$ cat src/rtl/ball_motion.sv
// Ball kinematics for the brick game: reflects the sign-magnitude velocity,
// advances the ball once per game tick, and runs serve/play/over with lives.
module ball_motion #(
  parameter int SCREEN_W    = 160,
  parameter int SCREEN_H    = 120,
  parameter int TICK_DIV    = 833333,
  parameter int START_LIVES = 3
) (
  input  logic       clock,
  input  logic       reset,
  input  logic       launch,
  input  logic [7:0] paddleX,
  input  logic [7:0] paddleY,
  input  logic [4:0] length,
  input  logic       cX,
  input  logic       cY,
  input  logic       cBrickX,
  input  logic       cBrickY,
  output logic [7:0] ballX,
  output logic [7:0] ballY,
  output logic [2:0] vX,
  output logic [2:0] vY,
  output logic [1:0] lives,
  output logic       game_over,
  output logic       tick
);

  localparam int                CW       = $clog2(TICK_DIV);
  localparam logic [CW-1:0]     L_LAST   = CW'(TICK_DIV - 1);
  localparam logic [CW-1:0]     L_PRE    = CW'(TICK_DIV - 2);
  localparam logic signed [9:0] L_XMAX   = 10'(SCREEN_W - 1);
  localparam logic [8:0]        L_XMAX9  = 9'(SCREEN_W - 1);
  localparam logic [9:0]        L_YLOSS  = 10'(SCREEN_H - 1);
  localparam logic [1:0]        L_LIVES  = 2'(START_LIVES);
  localparam logic [2:0]        L_VX0    = 3'b001;
  localparam logic [2:0]        L_VY0    = 3'b101;

  typedef enum logic [1:0] {S_SERVE = 2'd0, S_PLAY = 2'd1, S_OVER = 2'd2} state_t;

  state_t         r_state;
  logic [CW-1:0]  r_cnt;
  logic           r_tick;
  logic [7:0]     r_x;
  logic [7:0]     r_y;
  logic [2:0]     r_vx;
  logic [2:0]     r_vy;
  logic [1:0]     r_lives;
  logic           r_over;

  logic [2:0]        w_vx;
  logic [2:0]        w_vy;
  logic signed [9:0] w_x_sum;
  logic signed [9:0] w_y_sum;
  logic [7:0]        w_x_new;
  logic [7:0]        w_y_new;
  logic              w_loss;
  logic [4:0]        w_half;
  logic [8:0]        w_serve_sum;
  logic [7:0]        w_serve_x;
  logic [7:0]        w_serve_y;

  // Reflection happens before the move so the step uses the new direction.
  assign w_vx = {r_vx[2] ^ (cX | cBrickX), r_vx[1:0]};
  assign w_vy = {r_vy[2] ^ (cY | cBrickY), r_vy[1:0]};

  assign w_x_sum = w_vx[2] ? $signed({2'b00, r_x} - {8'd0, w_vx[1:0]})
                           : $signed({2'b00, r_x} + {8'd0, w_vx[1:0]});
  assign w_y_sum = w_vy[2] ? $signed({2'b00, r_y} - {8'd0, w_vy[1:0]})
                           : $signed({2'b00, r_y} + {8'd0, w_vy[1:0]});

  assign w_x_new = (w_x_sum < 10'sd0)  ? 8'd0 :
                   (w_x_sum > L_XMAX)  ? L_XMAX[7:0] : w_x_sum[7:0];
  // Downward overflow is impossible here: it would already count as a loss.
  assign w_y_new = (w_y_sum < 10'sd0)  ? 8'd0 : w_y_sum[7:0];

  assign w_loss = ~w_vy[2] && (({2'b00, r_y} + {8'd0, w_vy[1:0]}) >= L_YLOSS);

  assign w_half      = length >> 1;
  assign w_serve_sum = {1'b0, paddleX} + {4'd0, w_half};
  assign w_serve_x   = (w_serve_sum > L_XMAX9) ? L_XMAX9[7:0] : w_serve_sum[7:0];
  assign w_serve_y   = (paddleY == 8'd0) ? 8'd0 : (paddleY - 8'd1);

  // Tick divider plus the serve/play/over machine; all game state moves only on tick.
  always_ff @(posedge clock) begin
    if (!reset) begin
      r_state <= S_SERVE;
      r_cnt   <= '0;
      r_tick  <= 1'b0;
      r_x     <= 8'd0;
      r_y     <= 8'd0;
      r_vx    <= L_VX0;
      r_vy    <= L_VY0;
      r_lives <= L_LIVES;
      r_over  <= 1'b0;
    end else begin
      if (r_cnt == L_LAST) begin
        r_cnt <= '0;
      end else begin
        r_cnt <= r_cnt + 1'b1;
      end
      // Registered strobe lines up with the cycle the counter sits at its last value.
      r_tick <= (r_cnt == L_PRE);

      if (r_tick) begin
        case (r_state)
          S_SERVE: begin
            r_x  <= w_serve_x;
            r_y  <= w_serve_y;
            r_vx <= L_VX0;
            r_vy <= L_VY0;
            if (launch) begin
              r_state <= S_PLAY;
            end else begin
              r_state <= S_SERVE;
            end
          end
          S_PLAY: begin
            r_vx <= w_vx;
            r_vy <= w_vy;
            if (w_loss) begin
              if (r_lives <= 2'd1) begin
                r_lives <= 2'd0;
                r_over  <= 1'b1;
                r_state <= S_OVER;
              end else begin
                r_lives <= r_lives - 2'd1;
                r_state <= S_SERVE;
              end
            end else begin
              r_x <= w_x_new;
              r_y <= w_y_new;
            end
          end
          S_OVER: begin
            if (launch) begin
              r_lives <= L_LIVES;
              r_over  <= 1'b0;
              r_state <= S_SERVE;
            end else begin
              r_state <= S_OVER;
            end
          end
          default: begin
            r_state <= S_SERVE;
          end
        endcase
      end
    end
  end

  assign ballX     = r_x;
  assign ballY     = r_y;
  assign vX        = r_vx;
  assign vY        = r_vy;
  assign lives     = r_lives;
  assign game_over = r_over;
  assign tick      = r_tick;

endmodule

$ cat config.mk
export PLATFORM = sky130hd
export DESIGN_NAME = ball_motion
export DESIGN_NICKNAME = d
export VERILOG_FILES = /design/src/rtl/ball_motion.sv
export SDC_FILE = /design/constraint.sdc
export NUM_CORES = 1
export LEC_CHECK = 0
export CORE_UTILIZATION = 49
export DETAILED_ROUTE_END_ITERATION = 7
export HOLD_SLACK_MARGIN = 0.05
export PLACE_DENSITY = 0.88
export RECOVER_POWER = 100
export REMOVE_ABC_BUFFERS = 1
export SETUP_SLACK_MARGIN = 0.2
export SLEW_MARGIN = 20
export SYNTH_ARGS = -nofsm -noshare
export SYNTH_HDL_FRONTEND = slang
export SYNTH_SLANG_ARGS = --single-unit
export TNS_END_PERCENT = 30
$ cat constraint.sdc
create_clock -name clock -period 2.2 [get_ports clock]
set_input_delay 0.22 -clock clock [delete_from_list [all_inputs] [get_ports clock]]
set_output_delay 0.22 -clock clock [all_outputs]
set_load 0.03 [all_outputs]
==> qor.csv <==
stage,metric,value,unit
clock_network,Longest Clk Path Bufs,2,
floorplan,io pins,54,
critical_path,CP arrival,2.61,ns
status,status,finished with violations,
routing,DRT antenna net count,0,
floorplan,Die Wd,82.95,um
floorplan,Die Y-Extent,82.95,um
timing,setup ws final,-0.2022,ns
power,Max IR drop VDD,0.3097,mV
critical_path,crit path kind,flop to flop,
cells_and_area,Final Cell Area,4385,um2
floorplan,Die Area,6880,um2
floorplan,row count,29,
placed_design,gpl congestion,0.9056,
synth,"FF+latch count, synth",45,
timing,Final Hold Viols,0,
min_path,min-delay src,r_cnt[0]$_SDFF_PP0_,
clock_network,Num CTS Buffers,5,
power,PwrDens,383.3,nW/um2
min_path,Min-Delay Path Class,flop to flop,
critical_path,Critical Path Sink Type,flop,
critical_path,peak fanout along the critical path,7,
synth,Netlist cell types,72,
status,failing checks,negative setup slack,
synth,yosys warns,0,
synth,most frequent cells after synthesis,"45 x dfxtp_1, 45 x nor2_1, 31 x nand2_1, 21 x nand3_1, 19 x xnor2_1",
global_routing,global-route wire length before repair,15710,um
cells_and_area,area grow syn2layout,36.59,%
synth,Post-synth ARST share,0,
timing,FMAX,416.3,MHz
timing,clock skew,0.01331,ns
clock_network,CTS clock-pin slew for the worst setup and hold paths,0.10,ns
critical_path,cell mode on critical path,buf_6,
timing,post-layout min period,2.402,ns
timing,period utilisation layout,1.092,
placed_design,# port buffers,50,
floorplan,core box area,6350,um2
critical_path,Worst Setup SP,vX[0]$_SDFFE_PN1P_,
global_routing,vias in the first global route,3435,
routing,total wire length,9965,um
routing,initial DRC count,251,
critical_path,Setup crit start kind,flop,
timing,final setup vio count,19,
global_routing,gr ovfl total,0,
clock_network,CTS root buf,clkbuf_8,
synth,share of the synthesized area in the top cell type,0.2806,
power,Total Power,1.681,mW
critical_path,CP bufs+invs,4,
synth,post-synth top area cell,dfxtp_1,
routing,average wire per standard cell,17.73,um
clock_network,worst skew pair latency,0.32,ns
critical_path,Top delay family on crit path,compound AO/OA/AOI/OAI gates,
global_routing,GRT Total Usage,0.2765,
cells_and_area,layout cell share with drive strength beyond 1,0.2103,
placed_design,DP HPWL,6453,um
synth,"EDFF count, synth",0,
cells_and_area,ant diodes,0,
clock_network,hold_buf cts,0,
timing,RSZ-0062 raised after global routing,yes,
clock_network,CTS H-tree depth,2,
timing,Slew Limit Fails,0,
global_routing,largest net degree at the start of global routing,18,
critical_path,Crit path largest cell delay,0.39,ns
global_routing,antenna violations before repair,0,
critical_path,CP required,2.40,ns
synth,dominant synthesized flop cell,dfxtp_1,
synth,cell area after synthesis,3211,um2
synth,top post-synthesis cells by area,"dfxtp_1 28%, ha_1 7.0%, nor2_1 5.3%, xnor2_1 5.2%, xor2_1 4.1%",
clock_network,Clock Sinks,45,
critical_path,reg2reg start,vX[0]$_SDFFE_PN1P_,
clock_network,CTS tree,yes,
floorplan,initial core utilization,0.5056,
synth,syn avg cell area,8.190,um2
critical_path,R2R setup slack,-0.20,ns
critical_path,crit path max-delay cell type,dfxtp_2,
critical_path,sequence of cells on the critical path,buf_6 > ha_4 > nand2b_4 > a2111oi_2 > nor2_1 > a211oi_2 > buf_4 > nor3_4 > buf_6 > buf_6 > o21ai_2 > a31oi_1,
routing,Via density,6.285,
cells_and_area,NumNets Final,531,
routing,vias post-DR,3532,
routing,DR pass1 iterations,5,
job,Max-Cap Viols,0,
cells_and_area,final core utilization,0.6906,
placed_design,placed cell areas,3998,um2
synth,cells after synthesis,392,
power,Leak,1.672,nW
synth,"Seq/Total Area, Yosys",0.2806,
routing,DRC Markers,0,
-- state kept, by name, indices dropped and copies added, names as in the netlist --
signal / cells
ballX: 8
ballY: 8
game_over: 1
lives: 2
r_cnt: 20
r_state: 2
tick: 1
vX: 2
vY: 1
-- path summary, 6_finish.rpt --
check	end	depth (start not counted)
min	r_cnt[0]$_SDFF_PP0_	1
max	ballX[2]$_SDFFE_PN0P_	12
max reg2reg	ballX[2]$_SDFFE_PN0P_	12
min reg2reg	r_cnt[0]$_SDFF_PP0_	1
-- cells in the final DEF (no fill, tap or decap), types with 13 or more instances in the layout --
master / synthesis / layout
nor2_1: 45 / 44
nand2_1: 31 / 28
xnor2_1: 19 / 18
buf_4: 5 / 43
inv_1: 14 / 13
nand3_1: 21 / 21
xor2_1: 15 / 15
clkdlybuf4s50_1: 0 / 49
ha_1: 18 / 15
dfxtp_1: 45 / 43
-- per-stage QoR --
step | setup TNS (ns) | hold slack (ns) | setup WS (ns) | std cells
global route | -3.588 | 0.5104 | -0.2702 | 562
global placement | -3.485 | 0.4417 | -0.2708 | 543
floorplan | -11.07 | 0.2918 | -0.6841 | 377
finish | -2.355 | 0.4767 | -0.2022 | 562
detailed placement | -5.132 | 0.4550 | -0.3615 | 543
CTS | -0.6931 | 0.4786 | -0.09075 | 561
-- layout make-up --
| cell class | count | area (um2) |
|---|---|---|
| fillers | 448 | 1964 |
| flip-flops and latches | 45 | 903.4 |
| multi-input cells | 319 | 2342 |
| well taps | 77 | 96.34 |
| inverters | 14 | 55.05 |
| clock buffers | 5 | 68.82 |
| clock inverters | 3 | 28.78 |
| repair buffers | 99 | 890.9 |
-- kinds of logic after synthesis --
| family | Yosys count | share of synthesized area |
|---|---|---|
| AO/OA/AOI/OAI | 93 | 0.2023 |
| XOR/XNOR | 35 | 0.09782 |
| adder cells (fa/ha/maj) | 19 | 0.07638 |
| buffers and inverters | 30 | 0.04949 |
| flip-flops | 45 | 0.2806 |
| multiplexers | 7 | 0.02338 |
| other | 1 | 0.001168 |
| AND/OR/NAND/NOR | 162 | 0.2689 |
-- timing repair --
| item | in CTS | in global routing |
|---|---|---|
| resized for setup | 16 | 32 |
| setup endpoints to repair | 21 | 41 |
| cloned | 1 | 0 |
| setup buffers | 9 | 1 |
| pin swaps | 14 | 6 |
| hold endpoints to repair | 0 | 0 |
-- worst reg2reg max path: stages (launching register included) --
cell	delay, ns
dfxtp_2	0.39
buf_6	0.15
ha_4	0.20
nand2b_4	0.16
a2111oi_2	0.32
nor2_1	0.13
a211oi_2	0.26
buf_4	0.19
nor3_4	0.05
buf_6	0.15
buf_6	0.13
o21ai_2	0.13
a31oi_1	0.05
-- power breakdown --
group / switching, mW / internal, mW
logic: 0.135 / 0.143
clock network: 0.340 / 0.240
registers: 0.00445 / 0.819
total: 0.479 / 1.20
-- metal layers --
layer  part of all wire  track usage  wire, um  vias up
li1                   -            -         -     1602
met1               0.38       0.3219      3799     1653
met2               0.50       0.4762      4973      216
met3              0.076      0.04970       761       61
met4              0.043       0.1567       430        0
met5                  0            0         0        -
(Power assumes the default switching activity.)
